==> src/rtl/mips_pkg.sv <==
// Shared definitions for the HI/LO multiply/divide unit: operation codes,
// FSM states and the default datapath width.
package mips_pkg;

  localparam int WIDTH_DEF = 32;

  typedef enum logic [2:0] {
    OP_MULT  = 3'b000,
    OP_MULTU = 3'b001,
    OP_DIV   = 3'b010,
    OP_DIVU  = 3'b011,
    OP_MTHI  = 3'b100,
    OP_MTLO  = 3'b101
  } md_op_t;

  typedef enum logic [1:0] {
    S_IDLE   = 2'd0,
    S_ITER   = 2'd1,
    S_FINISH = 2'd2
  } md_state_t;

endpackage

==> src/rtl/mult_div_iter.sv <==
// Iterative unsigned datapath: one shift-add multiply step or one restoring
// shift-subtract divide step per asserted 'step'. Works on magnitudes only.
module mult_div_iter import mips_pkg::*; #(
  parameter int WIDTH = WIDTH_DEF
) (
  input  logic             clk,
  input  logic             rst,
  input  logic             load,
  input  logic             step,
  input  logic             is_div,
  input  logic [WIDTH-1:0] a_in,
  input  logic [WIDTH-1:0] b_in,
  output logic [WIDTH-1:0] acc,
  output logic [WIDTH-1:0] q
);

  logic [WIDTH-1:0] m;
  logic             div_mode;
  logic [WIDTH:0]   sum;
  logic [WIDTH:0]   shl;
  logic [WIDTH+1:0] diff;

  always_comb begin
    sum  = {1'b0, acc} + (q[0] ? {1'b0, m} : '0);
    shl  = {acc, q[WIDTH-1]};
    // One extra bit so diff[WIDTH+1] is a clean borrow flag.
    diff = {1'b0, shl} - {2'b00, m};
  end

  // Multiply: {acc,q} is the product shift register, q starts as the multiplier.
  // Divide: acc is the partial remainder, q shifts dividend out and quotient in.
  always_ff @(posedge clk) begin
    if (rst) begin
      acc      <= '0;
      q        <= '0;
      m        <= '0;
      div_mode <= 1'b0;
    end else if (load) begin
      acc      <= '0;
      q        <= is_div ? a_in : b_in;
      m        <= is_div ? b_in : a_in;
      div_mode <= is_div;
    end else if (step) begin
      if (div_mode) begin
        if (!diff[WIDTH+1]) begin
          acc <= diff[WIDTH-1:0];
          q   <= {q[WIDTH-2:0], 1'b1};
        end else begin
          acc <= shl[WIDTH-1:0];
          q   <= {q[WIDTH-2:0], 1'b0};
        end
      end else begin
        acc <= sum[WIDTH:1];
        q   <= {sum[0], q[WIDTH-1:1]};
      end
    end
  end

endmodule

==> src/rtl/unidade_mult_div.sv <==
// MIPS HI/LO multiply/divide unit: control FSM, operand sign handling and the
// architectural HI/LO registers around the iterative datapath.
module unidade_mult_div import mips_pkg::*; #(
  parameter int WIDTH = WIDTH_DEF
) (
  input  logic             clk,
  input  logic             rst,
  input  logic             start,
  input  logic [2:0]       op,
  input  logic [WIDTH-1:0] rsData,
  input  logic [WIDTH-1:0] rtData,
  output logic             busy,
  output logic             done,
  output logic [WIDTH-1:0] hi,
  output logic [WIDTH-1:0] lo
);

  localparam int CW = $clog2(WIDTH);

  md_state_t          state, state_nxt;
  logic [CW-1:0]      cnt;
  logic               is_div, is_signed, rs_neg, rt_neg, div_zero;
  logic [WIDTH-1:0]   rs_raw;
  logic               op_iter, op_signed, op_div, accept, step;
  logic [WIDTH-1:0]   mag_a, mag_b, acc, q;
  logic [2*WIDTH-1:0] prod_fix;
  logic [WIDTH-1:0]   quo_fix, rem_fix;

  always_comb begin
    op_iter   = (op == OP_MULT) || (op == OP_MULTU) || (op == OP_DIV) || (op == OP_DIVU);
    op_signed = (op == OP_MULT) || (op == OP_DIV);
    op_div    = (op == OP_DIV) || (op == OP_DIVU);
    mag_a     = (op_signed && rsData[WIDTH-1]) ? -rsData : rsData;
    mag_b     = (op_signed && rtData[WIDTH-1]) ? -rtData : rtData;
    accept    = (state == S_IDLE) && start && op_iter;
  end

  // FINISH spans two cycles: the first commits HI/LO, the second shows done.
  always_comb begin
    state_nxt = state;
    step      = 1'b0;
    case (state)
      S_IDLE:   if (accept) state_nxt = S_ITER;
      S_ITER: begin
        step = 1'b1;
        if (cnt == CW'(WIDTH - 1)) state_nxt = S_FINISH;
      end
      S_FINISH: if (done) state_nxt = S_IDLE;
      default:  state_nxt = S_IDLE;
    endcase
  end

  assign busy = (state != S_IDLE);

  always_comb begin
    prod_fix = (is_signed && (rs_neg ^ rt_neg)) ? -{acc, q} : {acc, q};
    quo_fix  = (is_signed && (rs_neg ^ rt_neg)) ? -q : q;
    rem_fix  = (is_signed && rs_neg) ? -acc : acc;
  end

  mult_div_iter #(.WIDTH(WIDTH)) u_iter (
    .clk    (clk),
    .rst    (rst),
    .load   (accept),
    .step   (step),
    .is_div (op_div),
    .a_in   (mag_a),
    .b_in   (mag_b),
    .acc    (acc),
    .q      (q)
  );

  always_ff @(posedge clk) begin
    if (rst) begin
      state     <= S_IDLE;
      cnt       <= '0;
      done      <= 1'b0;
      hi        <= '0;
      lo        <= '0;
      is_div    <= 1'b0;
      is_signed <= 1'b0;
      rs_neg    <= 1'b0;
      rt_neg    <= 1'b0;
      div_zero  <= 1'b0;
      rs_raw    <= '0;
    end else begin
      state <= state_nxt;
      done  <= (state == S_FINISH) && !done;
      if (accept) begin
        cnt       <= '0;
        is_div    <= op_div;
        is_signed <= op_signed;
        rs_neg    <= rsData[WIDTH-1];
        rt_neg    <= rtData[WIDTH-1];
        div_zero  <= op_div && (rtData == '0);
        rs_raw    <= rsData;
      end else if (state == S_ITER) begin
        cnt <= cnt + 1'b1;
      end
      if (state == S_IDLE && start && op == OP_MTHI) hi <= rsData;
      if (state == S_IDLE && start && op == OP_MTLO) lo <= rsData;
      if (state == S_FINISH && !done) begin
        if (is_div && div_zero) begin
          hi <= rs_raw;
          lo <= '1;
        end else if (is_div) begin
          hi <= rem_fix;
          lo <= quo_fix;
        end else begin
          {hi, lo} <= prod_fix;
        end
      end
    end
  end

endmodule
==> config.mk <==
export PLATFORM = sky130hd
export DESIGN_NAME = unidade_mult_div
export DESIGN_NICKNAME = d
export VERILOG_FILES = /design/src/rtl/mips_pkg.sv /design/src/rtl/mult_div_iter.sv /design/src/rtl/unidade_mult_div.sv
export SDC_FILE = /design/constraint.sdc
export NUM_CORES = 1
export LEC_CHECK = 0
export ABC_AREA = 1
export BUFFER_PORTS_ARGS = -buffer_cell sky130_fd_sc_hd__clkbuf_2
export CAP_MARGIN = 0
export CORE_ASPECT_RATIO = 2
export CORE_MARGIN = 2
export CORE_UTILIZATION = 60
export DETAILED_ROUTE_END_ITERATION = 6
export PLACE_DENSITY_LB_ADDON = 0.12
export SLEW_MARGIN = 10
export SYNTH_ARGS = -nofsm -noshare
export SYNTH_HDL_FRONTEND = slang
export SYNTH_SLANG_ARGS = --single-unit
==> constraint.sdc <==
create_clock -name clk -period 3 [get_ports clk]
set_input_delay 0.15 -clock clk [delete_from_list [all_inputs] [get_ports clk]]
set_output_delay 0.15 -clock clk [all_outputs]
set_load 0.01 [all_outputs]
==> results of run 1 <==
==> metal layers <==
layer / global-route usage (%) / overflow
met2: 91.17 / 144
met3: 51.62 / 6
met1: 71.84 / 2
met5: 16.87 / 0
met4: 74.04 / 124
==> cell usage after synthesis (20+ instances only) <==
cell type	count
xor2_1	55
dfxtp_1	204
a21oi_1	224
inv_1	494
nor3_1	33
clkbuf_1	96
nand3_1	263
a31oi_1	33
o21ai_0	274
o211ai_1	52
buf_2	20
nor2_1	383
nand2_1	1030
nand4_1	61
ha_1	70
==> timing repair <==
| action | CTS |
|---|---|
| setup endpoints to repair | 13 |
| hold buffers | 18 |
| endpoints found under the hold margin | 18 |
| gates resized for setup | 15 |
==> logic make-up after synthesis <==
kind of cell | share of synthesized area (%)
compound gates | 18.01
xor+xnor | 3.068
fa+ha+maj | 4.788
buf+inv | 12.83
flops | 21.35
simple gates | 39.95
==> metrics by stage <==
step                      setup TNS [ns]  utilization, %  worst slack (ns)
after CTS                              0           68.26           0.02472
after detailed placement          -1.566           65.30           -0.1906
after global placement            -1.631           65.30           -0.2079
after floorplan                        0               -            0.6237
==> results.json, run 1 <==
{
  "lastStage": "5_1_grt",
  "yosys_warnings": 0,
  "syn_avg_cell_area_um2": 5.556,
  "initial_core_util_pct": 60.87,
  "place_inst": 3958,
  "cts_sinks": 204,
  "grt_pass1_wl_um": 186800,
  "synth_area_um2": 19130,
  "cts_setup_buffers": 0,
  "die_height_um": 256.5,
  "synth_edf_count": 0,
  "synthArstFlopShare_pct": 0,
  "gp_congestion": 1.236,
  "grt_pass1_vias": 27640,
  "ys_seq_area_share_pct": 21.35,
  "synth_nets": 3585,
  "grt_usage_pct": 72.18,
  "grt_overflow_total": 276,
  "die_w_um": 130.3,
  "io_buffer_count": 135,
  "error": "[ERROR GRT-0116] Global routing finished with congestion. Check the congestion regions in the DRC Viewer.",
  "postSynth.topFlopCell": "dfxtp_1",
  "hpwlAfterDp_um": 75950,
  "grt_max_degree": 120,
  "synth_area_leader_cell": "dfxtp_1",
  "cts-buffers-inserted": 21,
  "placed_area_um2": 20520,
  "synthTopCellsByArea": "dfxtp_1 (21%), nand2_1 (20%), inv_1 (9.7%)",
  "yosys.area.top_type_share_pct": 21.35,
  "rows": 92,
  "ys_ff_latch": 204,
  "cts-htree-levels": 1,
  "ys_types": 49,
  "status": "stopped before the end",
  "cts_root_buf": "clkbuf_16",
  "cts_buffer_depth": 3,
  "ios": 136,
  "syn_inst": 3443
}
==> run 2: changes to the inputs <==
--- a/config.mk
+++ b/config.mk
@@ -8,11 +8,10 @@
 export ABC_AREA = 1
 export BUFFER_PORTS_ARGS = -buffer_cell sky130_fd_sc_hd__clkbuf_2
 export CAP_MARGIN = 0
-export CORE_ASPECT_RATIO = 2
 export CORE_MARGIN = 2
-export CORE_UTILIZATION = 60
+export CORE_UTILIZATION = 40
 export DETAILED_ROUTE_END_ITERATION = 6
-export PLACE_DENSITY_LB_ADDON = 0.12
+export PLACE_DENSITY_LB_ADDON = 0.15
 export SLEW_MARGIN = 10
 export SYNTH_ARGS = -nofsm -noshare
 export SYNTH_HDL_FRONTEND = slang
==> run 2 against run 1 <==
Compared with the run above: the flow now finishes without violations; area after synthesis stayed put; synthesized cell count unchanged.
==> results.json, run 2 <==
{
  "status": "finished clean",
  "finalCritPeriodShare_pct": 94.90,
  "ys_seq_area_share_pct": 21.35,
  "drt_iter0_drc": 3127,
  "power_leakage_nw": 11.48,
  "synth_area_leader_cell": "dfxtp_1",
  "synthTopCellsByArea": "dfxtp_1 (21%), nand2_1 (20%), inv_1 (9.7%)",
  "finalHoldViolCount": 0,
  "syn_inst": 3443,
  "vias": 23740,
  "fin_ws_ns": 0.1529,
  "worstSkewPairLatency_ns": 0.59,
  "max_stage_delay_ns": 0.58,
  "synth_area_um2": 19130,
  "cts_tree": "built",
  "crit_path_start_kind": "register",
  "power_mw": 10.19,
  "yosys_warnings": 0,
  "route.detailed.drc": 0,
  "grt_overflow_total": 0,
  "antenna_found_initial": 1,
  "syn_avg_cell_area_um2": 5.556,
  "holdPathStages": 4,
  "gp_congestion": 1.071,
  "cts_sinks": 204,
  "final_nets": 3749,
  "grt_pass1_wl_um": 138300,
  "dp_slack_ns": 0.1949,
  "powerDensity_nw_per_um2": 461.4,
  "rsz0062_at_grt": "false",
  "via_per_inst": 5.596,
  "synth_edf_count": 0,
  "layout-drive-gt1-share_pct": 9.926,
  "die_area_um2": 49590,
  "finalSetupTns_ns": 0,
  "maxCapViolCount": 0,
  "ir_drop_mv": 0.4324,
  "synth_most_common_cell": "nand2_1",
  "wl_um": 93810,
  "io_buffer_count": 135,
  "layout.cells.non_filler": 4243,
  "tightest_slew_ns": 0.9219,
  "path_class": "reg2reg",
  "die_height_um": 222.7,
  "synthArstFlopShare_pct": 0,
  "die_w_um": 222.7,
  "ios": 136,
  "cp-end-kind": "register",
  "synth_nets": 3585,
  "coreArea_um2": 47450,
  "firstDrtPassIters": 6,
  "cp.arrival_ns": 3.35,
  "slowest_stage": "dfxtp_1",
  "yosys.area.top_type_share_pct": 21.35,
  "setup_violations": 0,
  "rows": 80,
  "ys_ff_latch": 204,
  "fmax_ghz": 0.3512,
  "wl_per_cell_um": 22.11,
  "cts-htree-levels": 1,
  "grt_pass1_vias": 21680,
  "path_cells": "ha_1 > nand2_1 > inv_2 > nand2_1 > nand2_1 > inv_1 > nand3_2 > nand2_1 > nand2_2 > nand2_4 > nand2_4 > nor2_8 > buf_12 > nand2_1 > o21ai_0 > nor2_1 > nor2_1",
  "hpwlAfterDp_um": 75150,
  "cts_root_buf": "clkbuf_16",
  "crit_fanout": 14,
  "cts.clk_slew.worst_paths_ns": 0.07,
  "worst_hold_path_type": "in2reg",
  "ys_types": 49,
  "drv_slew": 0,
  "layout_min_cycle_time_ns": 2.847,
  "postSynth.topFlopCell": "dfxtp_1",
  "cts-buffers-inserted": 26,
  "path_common_cell": "nand2_1",
  "grt_max_degree": 120,
  "place_inst": 4174,
  "ant_nets": 0,
  "skew_ns": 0.03262,
  "crit_required_ns": 3.50,
  "mostFrequentLayoutCells": "nand2_1 (1029), inv_1 (493), nor2_1 (378)",
  "cts_setup_buffers": 0,
  "grt_usage_pct": 36.84,
  "cts_buffer_depth": 3,
  "area_delta_synth_final_pct": 15.46,
  "worst_slew_margin_rel_pct": 37.89,
  "reg2reg_depth": 17,
  "synthTopCellsByCount": "nand2_1 (1030), inv_1 (494), nor2_1 (383)",
  "initial_core_util_pct": 40.32,
  "final_common_cell": "nand2_1"
}
[run 2: cell counts after synthesis]
No cell type changed its count.
[run 2: path summary, 6_finish.rpt]
kind	start	end	slack [ns]
min	rtData[14]	u_iter.q[14]	0.01
max reg2reg	u_iter.acc[6]	u_iter.acc[17]	0.15
min reg2reg	rs_raw[25]	rs_raw[25]	0.46
max	u_iter.acc[6]	u_iter.acc[17]	0.15
[run 2: per-stage QoR]
step | util (%) | hold slack, ns | instance area [um^2]
finish | 46.55 | 0.01238 | 22080
global route | 46.54 | 0.04402 | 22080
CTS | 46.52 | 0.003424 | 22070
detailed placement | 44.24 | 0.3832 | 20990
global placement | 44.24 | 0.3817 | 20990
floorplan | - | 0.2400 | 19130
[run 2: repair_timing]
action	CTS	global route
endpoints found under the hold margin	24	0
setup endpoints to repair	0	11
resized for setup	0	4
hold buffers	20	0
[run 2: cell families after synthesis]
logic type	count (synthesis)	share of synthesized area (%)
XOR/XNOR	67	3.068
buffers and inverters	638	12.83
adder cells (fa/ha/maj)	72	4.788
flip-flops	204	21.35
AND/OR/NAND/NOR	1830	39.95
AO/OA/AOI/OAI	632	18.01
[run 2: layout make-up]
type,instances,area (um^2)
Multi-Input combinational cell,2601,12630
Clock buffer,33,716.9
Inverter,508,1908
Clock inverter,15,163.9
Tap cell,615,769.5
Sequential cell,204,4088
Antenna cell,1,2.502
Timing Repair Buffer,266,1809
Fill cell,5380,25360
[run 2: worst max-delay path: cells and delay by family (launching register included)]
family | cells | cell delay, ns
AOI/OAI and AO/OA | 1 | 0.08
DFF | 1 | 0.58
and+or+nand+nor | 12 | 1.43
adders and majority gates | 1 | 0.36
buffers and inverters | 3 | 0.29
[run 2: power breakdown]
group	internal (mW)	switching (mW)	total [mW]
Combinational	1.15	2.69	3.83
Sequential	2.87	0.197	3.07
Clock	1.88	1.41	3.29
[run 2: per-layer routing]
metal  part of all wire, %  up-vias  global-route usage, %
met3                   9.6      185                  6.202
met1                    43    10890                  51.57
met2                    43     1284                  55.98
li1                      -    11390                      -
met4                   4.7        2                  14.87
met5                 0.014        -                      0
No activity file was read; power rests on OpenSTA's default activity.
